### config.mk
export PLATFORM = sky130hd
export DESIGN_NAME = serial_frame_rx
export DESIGN_NICKNAME = d
export VERILOG_FILES = /design/src/rtl/serial_frame_rx.sv
export SDC_FILE = /design/constraint.sdc
export NUM_CORES = 1
export LEC_CHECK = 0
export ABC_AREA = 1
export CAP_MARGIN = 20
export CORE_ASPECT_RATIO = 1.4
export CORE_MARGIN = 5
export CORE_UTILIZATION = 40
export DETAILED_ROUTE_END_ITERATION = 8
export RECOVER_POWER = 100
export SYNTH_ARGS = -nofsm -noshare
export SYNTH_HDL_FRONTEND = slang
export SYNTH_SLANG_ARGS = --single-unit
### constraint.sdc
create_clock -name clk -period 2.05 [get_ports clk]
set_input_delay 0.3075 -clock clk [delete_from_list [all_inputs] [get_ports clk]]
set_output_delay 0.3075 -clock clk [all_outputs]
set_load 0.05 [all_outputs]
### src/rtl/serial_frame_rx.sv
// serial_frame_rx: oversampling receiver for an idle-high asynchronous serial line.
// Detects start bits with glitch rejection, shifts in LSB-first data frames,
// checks the stop bit and presents each good word on a single-entry
// valid/ready output register.
// Optional feature macro: PARITY_EN adds one even-parity bit between the last
// data bit and the stop bit and enables parity_err. When it is undefined,
// parity_err is tied low.
module serial_frame_rx #(
    parameter int DATA_W       = 8,
    parameter int CLKS_PER_BIT = 16
) (
    input  logic              clk,
    input  logic              rst,
    input  logic              rx_i,
    output logic [DATA_W-1:0] m_data,
    output logic              m_valid,
    input  logic              m_ready,
    output logic              frame_err,
    output logic              parity_err,
    output logic              overrun
);

    localparam int CNT_W = (CLKS_PER_BIT > 1) ? $clog2(CLKS_PER_BIT) : 1;
    localparam int BIT_W = (DATA_W > 1) ? $clog2(DATA_W) : 1;
    localparam logic [CNT_W-1:0] HALF_LAST = CNT_W'(CLKS_PER_BIT / 2 - 1);
    localparam logic [CNT_W-1:0] BIT_LAST  = CNT_W'(CLKS_PER_BIT - 1);
    localparam logic [BIT_W-1:0] DATA_LAST = BIT_W'(DATA_W - 1);

    typedef enum logic [2:0] {
        S_IDLE   = 3'd0,
        S_START  = 3'd1,
        S_DATA   = 3'd2,
        S_PARITY = 3'd3,
        S_STOP   = 3'd4
    } state_t;

`ifdef PARITY_EN
    // Even parity: the transmitted parity bit equals the XOR of all data bits.
    function automatic logic even_parity(input logic [DATA_W-1:0] d);
        return ^d;
    endfunction
`endif

    state_t            state_r, state_next_s;
    logic              sync1_r, rxs_r, rxs_d_r;
    logic [CNT_W-1:0]  clk_cnt_r, clk_cnt_next_s;
    logic [BIT_W-1:0]  bit_cnt_r, bit_cnt_next_s;
    logic [DATA_W-1:0] shift_r, shift_next_s;
    logic [DATA_W-1:0] m_data_r, m_data_next_s;
    logic              m_valid_r, m_valid_next_s;
    logic              frame_err_r, frame_err_next_s;
    logic              overrun_r, overrun_next_s;
    logic              accept_s;
`ifdef PARITY_EN
    logic              par_bad_r, par_bad_next_s;
    logic              parity_err_r, parity_err_next_s;
`endif

    assign accept_s = m_valid_r && m_ready;

    // Two-flop synchronizer plus a delayed copy for falling-edge detection.
    always_ff @(posedge clk) begin
        if (rst) begin
            sync1_r <= 1'b1;
            rxs_r   <= 1'b1;
            rxs_d_r <= 1'b1;
        end else begin
            sync1_r <= rx_i;
            rxs_r   <= sync1_r;
            rxs_d_r <= rxs_r;
        end
    end

    // State register together with the receive datapath and output register.
    always_ff @(posedge clk) begin
        if (rst) begin
            state_r      <= S_IDLE;
            clk_cnt_r    <= {CNT_W{1'b0}};
            bit_cnt_r    <= {BIT_W{1'b0}};
            shift_r      <= {DATA_W{1'b0}};
            m_data_r     <= {DATA_W{1'b0}};
            m_valid_r    <= 1'b0;
            frame_err_r  <= 1'b0;
            overrun_r    <= 1'b0;
`ifdef PARITY_EN
            par_bad_r    <= 1'b0;
            parity_err_r <= 1'b0;
`endif
        end else begin
            state_r      <= state_next_s;
            clk_cnt_r    <= clk_cnt_next_s;
            bit_cnt_r    <= bit_cnt_next_s;
            shift_r      <= shift_next_s;
            m_data_r     <= m_data_next_s;
            m_valid_r    <= m_valid_next_s;
            frame_err_r  <= frame_err_next_s;
            overrun_r    <= overrun_next_s;
`ifdef PARITY_EN
            par_bad_r    <= par_bad_next_s;
            parity_err_r <= parity_err_next_s;
`endif
        end
    end

    // Next-state, bit sampling, stop-bit checks and output-register update.
    always_comb begin
        state_next_s      = state_r;
        clk_cnt_next_s    = clk_cnt_r;
        bit_cnt_next_s    = bit_cnt_r;
        shift_next_s      = shift_r;
        m_data_next_s     = m_data_r;
        frame_err_next_s  = 1'b0;
        overrun_next_s    = 1'b0;
`ifdef PARITY_EN
        par_bad_next_s    = par_bad_r;
        parity_err_next_s = 1'b0;
`endif
        // A consumed word frees the register unless a new one loads below.
        if (accept_s) begin
            m_valid_next_s = 1'b0;
        end else begin
            m_valid_next_s = m_valid_r;
        end

        case (state_r)
            S_IDLE: begin
                clk_cnt_next_s = {CNT_W{1'b0}};
                bit_cnt_next_s = {BIT_W{1'b0}};
`ifdef PARITY_EN
                par_bad_next_s = 1'b0;
`endif
                if (rxs_d_r && !rxs_r) begin
                    state_next_s = S_START;
                end else begin
                    state_next_s = S_IDLE;
                end
            end
            S_START: begin
                if (clk_cnt_r == HALF_LAST) begin
                    clk_cnt_next_s = {CNT_W{1'b0}};
                    bit_cnt_next_s = {BIT_W{1'b0}};
                    // Still low at mid-bit: a real start bit; otherwise a glitch.
                    if (!rxs_r) begin
                        state_next_s = S_DATA;
                    end else begin
                        state_next_s = S_IDLE;
                    end
                end else begin
                    clk_cnt_next_s = clk_cnt_r + 1'b1;
                end
            end
            S_DATA: begin
                if (clk_cnt_r == BIT_LAST) begin
                    clk_cnt_next_s               = {CNT_W{1'b0}};
                    shift_next_s                 = shift_r >> 1;
                    shift_next_s[DATA_W-1]       = rxs_r;
                    if (bit_cnt_r == DATA_LAST) begin
                        bit_cnt_next_s = {BIT_W{1'b0}};
`ifdef PARITY_EN
                        state_next_s   = S_PARITY;
`else
                        state_next_s   = S_STOP;
`endif
                    end else begin
                        bit_cnt_next_s = bit_cnt_r + 1'b1;
                    end
                end else begin
                    clk_cnt_next_s = clk_cnt_r + 1'b1;
                end
            end
            S_PARITY: begin
`ifdef PARITY_EN
                if (clk_cnt_r == BIT_LAST) begin
                    clk_cnt_next_s = {CNT_W{1'b0}};
                    par_bad_next_s = (rxs_r != even_parity(shift_r));
                    state_next_s   = S_STOP;
                end else begin
                    clk_cnt_next_s = clk_cnt_r + 1'b1;
                end
`else
                state_next_s = S_IDLE;
`endif
            end
            S_STOP: begin
                if (clk_cnt_r == BIT_LAST) begin
                    clk_cnt_next_s = {CNT_W{1'b0}};
                    state_next_s   = S_IDLE;
                    if (!rxs_r) begin
                        frame_err_next_s = 1'b1;
`ifdef PARITY_EN
                    end else if (par_bad_r) begin
                        parity_err_next_s = 1'b1;
`endif
                    end else if (!m_valid_r || accept_s) begin
                        m_data_next_s  = shift_r;
                        m_valid_next_s = 1'b1;
                    end else begin
                        // Register still full: keep the old word, drop the new one.
                        overrun_next_s = 1'b1;
                    end
                end else begin
                    clk_cnt_next_s = clk_cnt_r + 1'b1;
                end
            end
            default: begin
                state_next_s = S_IDLE;
            end
        endcase
    end

    assign m_data    = m_data_r;
    assign m_valid   = m_valid_r;
    assign frame_err = frame_err_r;
    assign overrun   = overrun_r;
`ifdef PARITY_EN
    assign parity_err = parity_err_r;
`else
    assign parity_err = 1'b0;
`endif

endmodule

Word-level counts from Yosys, hierarchy flattened
Cells that the tools add are included.
{ "totals": {"input_bits": 4, "ff_bits": 32, "output_inout_bits": 12, "wordCells": 62} }
{ "op_classes": {"n_eq_ne": 10, "mux": 21, "bitwise": 3, "n_addsub": 2, "reduce_logical": 15} }
{ "ops": {"columns": ["operator", "count"], "rows": [
  ["2-to-1 mux 3 bit", 7],
  ["one-hot mux 3 bit (4 select lines)", 1],
  ["one-hot mux 4 bit (3 select lines)", 1],
  ["one-hot mux 3 bit (3 select lines)", 1],
  ["2-to-1 mux 1 bit", 8],
  ["2-to-1 mux 4 bit", 2],
  ["inequality test 2 bit, second input constant", 4],
  ["AND reduction 4 bit", 2],
  ["== test 3 bit, second input constant", 2],
  ["nonzero test 3 bit", 2],
  ["adder 4 x 1 -> 4 bit, second input constant", 1],
  ["== test 4 x 3 -> 1 bit, second input constant", 1],
  ["== test 4 bit, second input constant", 1],
  ["OR reduction 4 bit", 1],
  ["adder 3 x 1 -> 3 bit, second input constant", 1],
  ["== test 3 x 1 -> 1 bit, second input constant", 1],
  ["== test 3 x 2 -> 1 bit, second input constant", 1],
  ["logical NOT 3 bit", 1],
  ["NOT 1 bit", 3],
  ["AND reduction 3 bit", 1],
  ["OR reduction 3 bit", 1],
  ["logical AND 1 bit", 2],
  ["logical NOT 1 bit", 2],
  ["2-to-1 mux 2 bit", 1],
  ["3 further kinds", 3]
]} }

Depth between registers and ports, before layout
{ "logic_depth": {"ltp_word": 6, "mapped_depth": 9, "mapped_depth_nobuf": 9} }

Least setup slack after synthesis
Ideal clock, no wire load.
{ "synth_timing": {"path_kind": "flip-flop to flip-flop", "start": "reg m_valid_r (netlist: m_valid)", "end": "reg m_data_r[2] (netlist: m_data[2])", "path_stages_with_launch": 7, "t_arrival_ns": 1.261, "setup_ns": 0.070, "period_less_slack_ns": 1.332, "required_ns": 1.980, "slack_ns": 0.718, "path_buffers": 0, "path_cell_list": "dfxtp_1 > inv_1 > nor2_1 > nor2_4 > nand2_2 > nand2_1 > a21oi_1"} }
{ "synth_between": {"elab_chain_len": 3, "word_cells_on_any_way": 4, "classes_between": "4 x reduce/logical"} }
{ "synth_lines": {"columns": ["element", "line_no", "rtl"], "rows": [
  ["from (decl)", "50", "logic m_valid_r, m_valid_next_s;"],
  ["from (signal assigned)", "95", "m_valid_r <= m_valid_next_s;"],
  ["logical NOT 1 bit / logical AND 1 bit (equally long branches)", "194, 59", null],
  ["logical OR 1 bit *", "194", "end else if (!m_valid_r || accept_s) begin"],
  ["AND reduction 4 bit (no line) *", null, null],
  ["to (signal assigned)", "81", "m_data_r <= {DATA_W{1'b0}};"],
  ["to (signal assigned)", "94", "m_data_r <= m_data_next_s;"],
  ["to (decl)", "49", "logic [DATA_W-1:0] m_data_r, m_data_next_s;"]
]} }
Every way passes the cells marked *; elsewhere a longest branch is shown, timed or not.
A chain may end at the register's enable or synchronous reset.

Worst setup path in the final report
{ "layout_timing": {"start": "reg m_data_r[0] (netlist: m_data[0])", "end": "out m_data[0]"} }
{ "layout_rtl": {"columns": ["element", "line_no", "rtl"], "rows": [
  ["to (decl)", "15", "output logic [DATA_W-1:0] m_data,"]
]} }
No word-level cell between the ends.

==> summary.md <==
| Metric | Value |
|---|---|
| Number of global-route vias before repair | about 1.2k |
| CTS tree | built |
| Status | complete, no violations |
| CP Capture Type | output port |
| Antenna viol nets, final | 0 |
| Post-synth cell types | 21 |
| Worst Tran Pin Value | between 0.7 and 0.8 ns |
| Min cycle time layout | 1.788 ns |
| Syn_area_per_cell | between 7 and 8 sq um |
| Register clock-pin slew on the reported worst setup and hold paths | 0.06 ns |
| Power per cell area | about 1000 nW/um^2 |
| Share of cells above drive strength 1 | under 10% |
| Final Setup Violations | 0 |
| Critical Path Start Type | register |
| WHS | 0.4060 ns |
| DR vias | ~1.2k |
| Setup TNS | 0 ns |
| Critical path's largest stage delay | between 0.8 and 0.9 ns |
| Global route overflow | 0 |
| Drt wl/cell | approximately 12 um |
| Clock Path Buffers | 2 |
| Mapped cell area | ~1400 sq um |
| Sequential area share after synthesis | between 40 and 50% |
| Final Max Tran Viols | 0 |
| CTS resizes | 0 |
| Gpl congestion | around 0.78 |
| H-tree Lvls | 2 |
| Worst path cell trace | dlygate4sd3_1 |
| Final Cycle Share | between 80% and 90% |
| Slew headroom | approximately half |
| Layout Area Growth over Synthesis | 17.25% |
| Wirelength, routed | between 2 and 3 mm |
| Most frequent cells in the layout | nand2_1 (33), dfxtp_1 (32), nor2_1 (28), nand3_1 (19), a21oi_1 (15) |
| Initial Utilization | between 40% and 50% |
| Post-Synthesis Cells | 177 |
| VDD IR-drop max | ~450 uV |
| Chip width | 59.22 um |
| Die Ht | between 70 and 80 um |
| Synth area leaders | dfxtp_1 (47%), nand2_1 (9.1%), nor2_1 (7.7%) |
| Synth top area share | a little under half |
| WP data required | roughly 1.7 ns |
| Inserted Clock Buffers | 5 |
| Final Hold Vio Count | 0 |
| Port Buffers | 14 |
| Number of hold buffers added after CTS | 0 |
| Fin Clk Skew | approximately 0.0014 ns |
| Delay-heaviest family, CP | buffers and inverters |
| Syn_nets | around 180 |
| Root Buffer | clkbuf_8 |
| Warnings, synthesis | 0 |
| Number of max-cap violations | 0 |
| Critical Path Fanout Max | 2 |
| Ant. Diodes | 0 |
| Post-CTS setup buffer count | 0 |
| Global-route usage over all layers | 13.91% |
| NumNets Final | between 200 and 250 |
| DP Wirelength | ~2.1 mm |
| Fmax | around 0.56 GHz |
| Global-route wire length before repair | around 5.0 mm |
| TritonRoute pass-1 iters | 4 |
| Number of clock sinks | 32 |
| Critical path class | reg2out |
| CP Buf/Inv Count | 1 |
| DRC Markers | 0 |
| Worst min path class | reg2reg |
| Core ar. | between 3000 and 4000 sq um |
| DR iter-0 viols | 28 |
| Commonest non-fill, non-tap cell in the layout | nand2_1 |
| Vias per cell | around 5 |
| Initial antenna violation count | 0 |
| Clk_lat worst skew | approximately 0.27 ns |
| RSZ-0062 raised after global routing | no |
| Dpl ws | 0.5119 ns |
| Largest net degree at the start of global routing | 18 |
| Worst Path Arrival | 1.48 ns |
| Worst setup margin | 0.2620 ns |
| Register bit total from synthesis | 32 |
| I/O pins | 16 |
| Leakage power | slightly below 0.0007 uW |
| Total die area | between 4000 and 5000 sq um |
| Critical Path Slowest Stage Cell | dlygate4sd3_1 |
| Cell taking the most area after synthesis | dfxtp_1 |
| Row count | 25 |
| Core Util, Final | approximately 48% |
-- synth_stat cells --
cell type	count
clkbuf_1	3
nand3b_1	1
conb_1	1
or2_2	2
nand3_1	17
o21ai_0	11
ha_1	3
nand2_1	33
xor2_1	1
a21oi_1	15
nand2_2	2
nand4_1	3
nor3_1	2
nand3_2	3
buf_4	1
nor2_2	1
inv_2	2
dfxtp_1	32
inv_1	11
nor2_4	5
nor2_1	28
-- sequential cells by signal, indices dropped and copies added (netlist names) --
name,cells
sync1_r,1
rxs_r,1
state_r,3
rxs_d_r,1
bit_cnt_r,3
overrun,1
m_data,8
clk_cnt_r,4
shift_r,8
frame_err,1
m_valid,1
-- worst register-to-register path, cell delays in order, from the launching register on --
cell,delay [ns]
dfxtp_1,0.38
ha_1,0.25
nand3_1,0.29
nand3_1,0.24
nand2_1,0.09
nor2_1,0.17
nand2_1,0.08
nand2_1,0.06
nor2_1,0.05
-- area by class of cell --
| type | instances | area, sq um |
|---|---|---|
| Timing Repair Buffer | 15 | 143.9 |
| Inverter | 13 | 48.80 |
| Fill cell | 357 | 1725 |
| Clock buffer | 5 | 68.82 |
| Sequential cell | 32 | 640.6 |
| Multi-Input combinational cell | 128 | 638.1 |
| Tap cell | 40 | 50.05 |
-- path summary, 6_finish.rpt --
path / from / cells after the start / slack [ns] / to
worst max register to register: clk_cnt_r[0] / 8 / 0.35 / state_r[1]
worst max-delay path: m_data[0] / 1 / 0.26 / m_data[0]
worst min-delay path: sync1_r / 1 / 0.41 / rxs_r
worst min register to register: sync1_r / 1 / 0.41 / rxs_r
-- metal layers --
metal	routed length, um	global-route usage (%)	vias to the layer above
met4	80	8.163	0
met2	1548	25.16	20
met1	1185	13.48	526
li1	-	-	606
met5	0	0	-
met3	90	3.740	9
-- kinds of logic (layout without fill, tap and decap cells) --
family	after synthesis	in the layout	share of synthesized area, %
compound gates	26	26	9.594
xor+xnor	1	1	0.6459
fa+ha+maj	3	3	2.768
buf+inv	17	33	4.982
flops	32	32	47.23
other cells	1	1	0.2765
simple gates	97	97	34.50
-- where the power goes --
| part | internal (uW) | switching, uW | total (uW) | leakage (uW) |
|---|---|---|---|---|
| logic | 159 | 310 | 469 | 0.000380 |
| clock network | 218 | 205 | 423 | 0.0000359 |
| registers | 684 | 62.6 | 746 | 0.000259 |
| total | 1060 | 577 | 1640 | 0.000675 |
-- metrics by stage --
| stage | area (sq um) | total power [uW] | std cells |
|---|---|---|---|
| global placement | 1535 | 1223 | 228 |
| detailed placement | 1535 | 1236 | 228 |
| floorplan | 1356 | 1137 | 177 |
| finish | 1590 | 1638 | 233 |
| CTS | 1604 | 1664 | 233 |
| global route | 1590 | 1765 | 233 |
(Power assumes the default switching activity.)
